$ cat config.mk
export PLATFORM = sky130hd
export DESIGN_NAME = reg_writeback_queue
export DESIGN_NICKNAME = d
export VERILOG_FILES = /design/src/rtl/reg_wb_pkg.sv /design/src/rtl/wb_queue.sv /design/src/rtl/reg_writeback_queue.sv
export SDC_FILE = /design/constraint.sdc
export NUM_CORES = 1
export LEC_CHECK = 0
export ABC_AREA = 1
export ABC_CLOCK_PERIOD_IN_PS = 2200
export CAP_MARGIN = 5
export CELL_PAD_IN_SITES_DETAIL_PLACEMENT = 1
export CELL_PAD_IN_SITES_GLOBAL_PLACEMENT = 1
export CORE_MARGIN = 4
export CORE_UTILIZATION = 38
export CTS_BUF_LIST = sky130_fd_sc_hd__clkbuf_8
export DETAILED_ROUTE_END_ITERATION = 8
export GPL_ROUTABILITY_DRIVEN = 0
export PLACE_DENSITY_LB_ADDON = 0.1
export SETUP_SLACK_MARGIN = 0.1
export SLEW_MARGIN = 10
export SYNTH_ARGS = -nofsm -noshare
export SYNTH_HDL_FRONTEND = slang
export SYNTH_HIERARCHICAL = 1
export SYNTH_SLANG_ARGS = --single-unit
$ cat constraint.sdc
create_clock -name clk -period 2.2 [get_ports clk]
set_input_delay 0.22 -clock clk [delete_from_list [all_inputs] [get_ports clk]]
set_output_delay 0.22 -clock clk [all_outputs]
set_load 0.01 [all_outputs]
$ cat src/rtl/reg_wb_pkg.sv
// Shared definitions for the register writeback queue: default widths,
// the queued entry layout and the width rule for the occupancy counter.
package reg_wb_pkg;

    localparam int DATA_W_DEF = 8;
    localparam int ADDR_W_DEF = 3;
    localparam int DEPTH_DEF  = 4;

    // One pending register write: destination index plus result data.
    typedef struct packed {
        logic [ADDR_W_DEF-1:0] dst;
        logic [DATA_W_DEF-1:0] data;
    } wb_entry_t;

    // The counter must hold 0..DEPTH. It normally matches the register index
    // width plus one, and only grows when the queue is deeper than the file.
    function automatic int count_width(input int depth, input int addr_w);
        int lg;
        lg = $clog2(depth);
        return (lg > addr_w) ? lg + 1 : addr_w + 1;
    endfunction

endpackage

$ cat src/rtl/wb_queue.sv
// Circular storage for pending register writes. Exposes the occupancy and an
// age-ordered view of every slot (index 0 = head/oldest) so the parent can
// run its forwarding lookups without knowing about pointer positions.
module wb_queue
    import reg_wb_pkg::*;
#(
    parameter int DATA_W = DATA_W_DEF,
    parameter int ADDR_W = ADDR_W_DEF,
    parameter int DEPTH  = DEPTH_DEF,
    parameter int CNT_W  = count_width(DEPTH_DEF, ADDR_W_DEF)
) (
    input  logic              clk,
    input  logic              rst,
    input  logic              push,
    input  logic [ADDR_W-1:0] push_reg,
    input  logic [DATA_W-1:0] push_data,
    input  logic              pop,
    output logic              full,
    output logic              empty,
    output logic [CNT_W-1:0]  count,
    output logic              ord_valid [DEPTH],
    output logic [ADDR_W-1:0] ord_reg   [DEPTH],
    output logic [DATA_W-1:0] ord_data  [DEPTH]
);

    localparam int PTR_W = $clog2(DEPTH);

    logic [ADDR_W-1:0] mem_reg  [DEPTH];
    logic [DATA_W-1:0] mem_data [DEPTH];
    logic [PTR_W-1:0]  wr_ptr;
    logic [PTR_W-1:0]  rd_ptr;
    logic [CNT_W-1:0]  cnt;
    logic              do_push;
    logic              do_pop;

    assign full  = (cnt == CNT_W'(DEPTH));
    assign empty = (cnt == '0);
    assign count = cnt;

    // Never write into a full queue or pop an empty one, whatever the parent asks.
    assign do_push = push & ~full;
    assign do_pop  = pop & ~empty;

    // Pointer and occupancy bookkeeping; reset discards every pending entry.
    always_ff @(posedge clk or posedge rst) begin
        if (rst) begin
            wr_ptr <= '0;
            rd_ptr <= '0;
            cnt    <= '0;
        end else begin
            if (do_push) begin
                wr_ptr <= wr_ptr + PTR_W'(1);
            end
            if (do_pop) begin
                rd_ptr <= rd_ptr + PTR_W'(1);
            end
            if (do_push && !do_pop) begin
                cnt <= cnt + CNT_W'(1);
            end else if (!do_push && do_pop) begin
                cnt <= cnt - CNT_W'(1);
            end
        end
    end

    // Entry storage carries no reset; slots are only ever read while counted valid.
    always_ff @(posedge clk) begin
        if (do_push) begin
            mem_reg[wr_ptr]  <= push_reg;
            mem_data[wr_ptr] <= push_data;
        end
    end

    // Rotate storage into age order: slot g is the g-th oldest pending write.
    for (genvar g = 0; g < DEPTH; g++) begin : g_ord
        logic [PTR_W-1:0] idx;
        assign idx          = rd_ptr + PTR_W'(g);
        assign ord_valid[g] = (CNT_W'(g) < cnt);
        assign ord_reg[g]   = mem_reg[idx];
        assign ord_data[g]  = mem_data[idx];
    end

endmodule

$ cat src/rtl/reg_writeback_queue.sv
// Writeback buffer in front of the register file write port. Accepts results
// from execute, drains them one per cycle in strict FIFO order, and lets two
// operand-fetch ports see the youngest not-yet-committed value of a register.
// Build option WB_R0_ZERO_EN: writes to register 0 are consumed and dropped,
// and register 0 never produces a lookup hit.
//
// Handshake: a request transfers on a rising edge where in_valid & in_ready
// are both high; in_ready depends only on queue occupancy (never on in_valid),
// and in_reg/in_data must be held stable while in_valid waits for in_ready.
module reg_writeback_queue
    import reg_wb_pkg::*;
#(
    parameter int DATA_W = DATA_W_DEF,
    parameter int ADDR_W = ADDR_W_DEF,
    parameter int DEPTH  = DEPTH_DEF
) (
    input  logic                                 clk,
    input  logic                                 rst,
    input  logic                                 in_valid,
    output logic                                 in_ready,
    input  logic [ADDR_W-1:0]                    in_reg,
    input  logic [DATA_W-1:0]                    in_data,
    input  logic                                 wb_stall,
    output logic                                 reg_write,
    output logic [ADDR_W-1:0]                    write_reg,
    output logic [DATA_W-1:0]                    write_data,
    input  logic [ADDR_W-1:0]                    lk1_reg,
    output logic                                 lk1_hit,
    output logic [DATA_W-1:0]                    lk1_data,
    input  logic [ADDR_W-1:0]                    lk2_reg,
    output logic                                 lk2_hit,
    output logic [DATA_W-1:0]                    lk2_data,
    output logic [count_width(DEPTH, ADDR_W)-1:0] count
);

    localparam int CNT_W = count_width(DEPTH, ADDR_W);

    logic              q_full;
    logic              q_empty;
    logic              accept;
    logic              is_r0;
    logic              push;
    logic              pop;
    logic              ord_valid [DEPTH];
    logic [ADDR_W-1:0] ord_reg   [DEPTH];
    logic [DATA_W-1:0] ord_data  [DEPTH];
    logic [ADDR_W-1:0] lk_reg    [2];

    // No pass-through: a full queue refuses input even if the head drains this cycle.
    assign in_ready = ~q_full;
    assign accept   = in_valid & in_ready;

`ifdef WB_R0_ZERO_EN
    // Register 0 is hardwired to zero, so its writes are swallowed after the handshake.
    assign is_r0 = (in_reg == '0);
`else
    assign is_r0 = 1'b0;
`endif

    assign push = accept & ~is_r0;

    // The file always accepts, so the head commits on every unstalled cycle.
    assign pop        = ~q_empty & ~wb_stall;
    assign reg_write  = pop;
    assign write_reg  = ord_reg[0];
    assign write_data = ord_data[0];

    wb_queue #(
        .DATA_W (DATA_W),
        .ADDR_W (ADDR_W),
        .DEPTH  (DEPTH),
        .CNT_W  (CNT_W)
    ) u_queue (
        .clk       (clk),
        .rst       (rst),
        .push      (push),
        .push_reg  (in_reg),
        .push_data (in_data),
        .pop       (pop),
        .full      (q_full),
        .empty     (q_empty),
        .count     (count),
        .ord_valid (ord_valid),
        .ord_reg   (ord_reg),
        .ord_data  (ord_data)
    );

    assign lk_reg[0] = lk1_reg;
    assign lk_reg[1] = lk2_reg;

    // One lookup per read port. Entries are scanned oldest to youngest so the
    // last match wins; the head is included even while it is being written,
    // and the request on the input this cycle is not yet an entry.
    for (genvar p = 0; p < 2; p++) begin : g_lk
        logic              hit;
        logic [DATA_W-1:0] data;

        // Youngest-match search over the valid entries for this port.
        always_comb begin
            hit  = 1'b0;
            data = '0;
            for (int i = 0; i < DEPTH; i++) begin
                if (ord_valid[i] && (ord_reg[i] == lk_reg[p])) begin
                    hit  = 1'b1;
                    data = ord_data[i];
                end
            end
`ifdef WB_R0_ZERO_EN
            if (lk_reg[p] == '0) begin
                hit  = 1'b0;
                data = '0;
            end
`endif
        end
    end

    assign lk1_hit  = g_lk[0].hit;
    assign lk1_data = g_lk[0].data;
    assign lk2_hit  = g_lk[1].hit;
    assign lk2_data = g_lk[1].data;

endmodule

Word level (Yosys, flattened, before mapping)
Memory sizes are Yosys's and may differ from the RTL's.
Index checks and enable logic that the tools add are counted.
Word-level totals
  register bits: 8
  RAM bits: 44
  input port bits: 21
  output and inout bits: 35
  memories kept: 2
Memories
  u_queue.mem_data: words 4, width 8, rd ports 4, clocked after memory_dff 0, wr ports 1, line wb_queue.sv:29  | logic [DATA_W-1:0] mem_data [DEPTH];
  u_queue.mem_reg: words 4, width 3, rd ports 4, clocked after memory_dff 0, wr ports 1, line wb_queue.sv:28  | logic [ADDR_W-1:0] mem_reg [DEPTH];
Cells by class
  $add $sub $neg: 6
  $lt $le $gt $ge: 4
  eq/ne operators: 9
  mux-type cells: 20
  bitwise logic cells: 7
  reduce and logical (&&, ||, !) cells: 14
Operators by type and width (count)
  8-bit 2-to-1 mux: 8
  3-bit == test: 8
  1-bit logical AND: 10
  1-bit 2-to-1 mux: 10
  1-bit by 4-bit less-than comparator with 1-bit output (first input constant): 2
  2-bit by 4-bit less-than comparator with 1-bit output (first input constant): 2
  4-bit 2-to-1 mux: 2
  2-bit by 1-bit adder with 2-bit output (second input constant): 2
  2-bit adder (second input constant): 2
  4-bit by 1-bit adder with 4-bit output (second input constant): 1
  1-bit bitwise AND: 4
  4-bit by 3-bit == test with 1-bit output (second input constant): 1
  4-bit logical NOT: 1
  4-bit by 1-bit subtractor with 4-bit output (second input constant): 1
  1-bit NOT: 3
  1-bit logical NOT: 2
  2-bit nonzero test: 1

Longest topological paths before layout
  depth in word-level cells: 8
  depth in mapped cells: 16
  depth with buffers taken out: 14

Hierarchy
Netlist, hierarchy kept.
Modules (own cells, without submodules)
  wb_queue: instances 1, cells an instance 368, area each 3049.2 um^2, sequential area each 1521.5 um^2
  reg_writeback_queue: instances 1, cells an instance 276, area each 1381.3 um^2, sequential area each 0.0 um^2

Worst setup path after synthesis
No wires, ideal clock.
  path kind: register -> output
  start: register u_queue.rd_ptr[0]
  end: output lk1_data[2]
  arrival time: 2.124 ns
  required time: 1.980 ns
  slack: -0.144 ns
  stages on the path, launching flop included: 14
  cell sequence: dfrtp_1 > buf_4 > buf_2 > nand2_1 > o21ai_0 > o21ai_0 > inv_1 > nand2_1 > nand2_1 > nor2_2 > nand3_1 > nand2_1 > nand2_1 > a21oi_2
Between the ends
  word-level cells in the longest chain between the ends: 7
  elaborated cells between the ends (all ways): 17
Ends and longest elaborated chain
  start, declared: line wb_queue.sv:31  | logic [PTR_W-1:0] rd_ptr;
  start signal, assigned: line wb_queue.sv:55  | rd_ptr <= rd_ptr + PTR_W'(1);
  memory 4 x 3 bit
  via write_reg[1]: line reg_writeback_queue.sv:25  | output logic [ADDR_W-1:0] write_reg,
  3-bit == test: line reg_writeback_queue.sv:103  | if (ord_valid[i] && (ord_reg[i] == lk_reg[p])) begin
  1-bit logical AND: line reg_writeback_queue.sv:103
  8-bit 2-to-1 mux (4 in a row): line reg_writeback_queue.sv:103
  end, declared: line reg_writeback_queue.sv:29  | output logic [DATA_W-1:0] lk1_data,
The timed path passes the listed nets, and every way through them passes these cells.

==> run metrics <==
Final ANT Viol Nets 0; Tightest Pin Transition 0.478 ns; grt total ovfl 0; Mapped Avg Cell Area 6.88 sq um; Max FO, Critical Path 8; CP required 1.98 ns; CP max-delay cell dfrtp_2; Die Ht approximately 120 um; worst endpoint data arrival time 2.59 ns; Crit path top cell by count nand2_1; Final Routed Wirelength approximately 17 mm; critical path endpoint category output port; final setup fails 18; nets@finish 832; Layout area overhead 48.7%; Clock Sinks between 50 and 60; Area after DPL 5700 sq um; vias post-DR 4862; Reg clk slew, reported paths 0.10 ns; DRT iter0 DRCs approximately 230; ratio of cells with drive above 1 in the final layout 40.5%; Post-DP HPWL between 10 and 15 mm; reg-to-reg slack, setup roughly 0.22 ns; final hold violations 0; Worst Clk Skew 0.0131 ns; Max Slew Vio Count 0; Worst-Skew Late Latency 0.32 ns; RSZ-0062 raised after global routing true; CP delay by family, top simple AND/OR/NAND/NOR gates; Max Fclk 0.356 GHz; pre-CTS WS -0.685 ns; Pre-antenna DRT Iters 4; Startpoint Class flip-flop; status complete, but fails checks; Clock Tree Root clkbuf_8; CTS tree done; cells after synthesis 644; Via-to-Cell Ratio 5.13; net count after synthesis just under 700; Yosys warning total 6; Post-Syn Area 4430 sq um; largest net degree at the start of global routing 47; vias in the first global route 4922; min Tclk post-route 2.81 ns; delay of the slowest cell on the worst path 0.45 ns; GRT Total Usage 23.6%; num ports 56; Core Rows 39; Buf/Inv on CP 5; final worst slack -0.610 ns; I/O Buffers 55; Hold Buf Count CTS 0; Slew HR 67.8%; Synth cell types 33; failing checks setup timing; Critical Path, Cell by Cell buf_6 -> o21ai_1 -> inv_1 -> o21ai_2 -> inv_1 -> nand2_1 -> nand2_2 -> nor2_4 -> nand2_4 -> inv_8 -> nand2_2 -> nand3_2 -> nand2_1 -> nand2_1 -> buf_2; Max clock buf depth 2; period utilization 128%; die boundary width 116 um; ant diodes 0; max cap viols 0; total core area 11400 sq um; CTS Buf Count 5; htree depth 2; Hold WC Path Type in -> async; critical path type reg -> out; register area share after synthesis 34.3%; first-pass GRT wire length 25.1 mm; Synth Register Bits 52; # fillers around 1400; most common cell after layout, fill and taps aside nand2_1; initial core utilization 38.8%; DR DRC count 0; Die Area 13500 sq um; most frequent cells in the layout 171 x nand2_1, 92 x inv_1, 85 x buf_4; initial antenna violation count 0; max reg flops 32; post-route cell area 6590 sq um; Routed WL per cell approximately 18 um
## what timing repair did
action	in CTS	in global routing
gates cloned	5	2
gates resized for setup	178	90
pin swaps	30	41
setup buffers	25	8
setup endpoints to repair	33	58
## stage by stage
stage               std cells  TNS [ns]  utilization (%)  hold WS (ns)
floorplan                 644         0                -        0.0356
global placement          900     -9.12             49.9         0.486
detailed placement        900    -11.07             49.9         0.508
CTS                       938     -9.75             55.2         0.153
global route              947    -12.14             57.7         0.171
finish                    947     -9.89             57.7         0.152
## path summary, 6_finish.rpt
check                                    endpoint  cells after the start              start
max                                   lk2_data[6]                     15  u_queue/rd_ptr[0]
min                             u_queue/wr_ptr[0]                      2                rst
max reg2reg                      u_queue/count[2]                     14   u_queue/count[3]
min reg2reg                     u_queue/wr_ptr[1]                      2  u_queue/wr_ptr[1]
max in group asynchronous       u_queue/rd_ptr[0]                      2                rst
min in group clk           u_queue/mem_data[3][3]                      1         in_data[3]
## worst register-to-register path: cells and delay by family, from the launching register on
kind / cells / cell delay, ns
buffers and inverters: 7 / 0.65
and+or+nand+nor: 6 / 0.50
DFF: 1 / 0.41
adders and majority gates: 1 / 0.32
## synth_stat cells, drive strengths merged
cell type	number	area, sq um
a21oi	15	105
a21boi	2	26.3
xnor2	4	50.1
dfrtp	8	200
nand3	51	280
o21ai	97	538
and2	1	8.76
edfxtp	44	1320
buf	19	169
nand4	3	33.8
clkbuf	4	15.0
clkinv	1	5.00
ha	8	100
inv	116	435
xor2	7	68.8
nand2	218	853
nor2	46	220
## layout make-up
| cell class | instances | area (sq um) | share of cell area [%] |
|---|---|---|---|
| timing repair inverter | 1 | 6.26 | 0.0950 |
| clock buffer | 5 | 68.8 | 1.04 |
| inverter | 117 | 463 | 7.03 |
| clock inverter | 3 | 25.0 | 0.380 |
| sequential | 52 | 1520 | 23.1 |
| timing repair buffer | 170 | 1540 | 23.3 |
| tap | 143 | 179 | 2.72 |
| multi-input combinational | 456 | 2790 | 42.3 |
## metal layers
layer | wire length (um) | up-vias | global-route usage [%] | part of all wire [%]
li1 | - | 2351 | - | -
met1 | 7340 | 2353 | 31.8 | 44
met2 | 8150 | 118 | 39.9 | 49
met3 | 695 | 40 | 3.19 | 4.2
met4 | 440 | 0 | 6.50 | 2.6
met5 | 0 | - | 0 | 0
## logic make-up (layout without fill, tap and decap cells)
family	after synthesis	in the layout	share of synthesized area, %
AO/OA/AOI/OAI	114	114	15.1
AND/OR/NAND/NOR	319	323	31.5
adder cells (fa/ha/maj)	8	8	2.26
flip-flops	52	52	34.3
XOR/XNOR	11	11	2.68
buffers and inverters	140	296	14.1
Power is left out: the tool's default activity adds up to more than one toggle a clock period on the data nets, which glitch-free logic cannot reach.
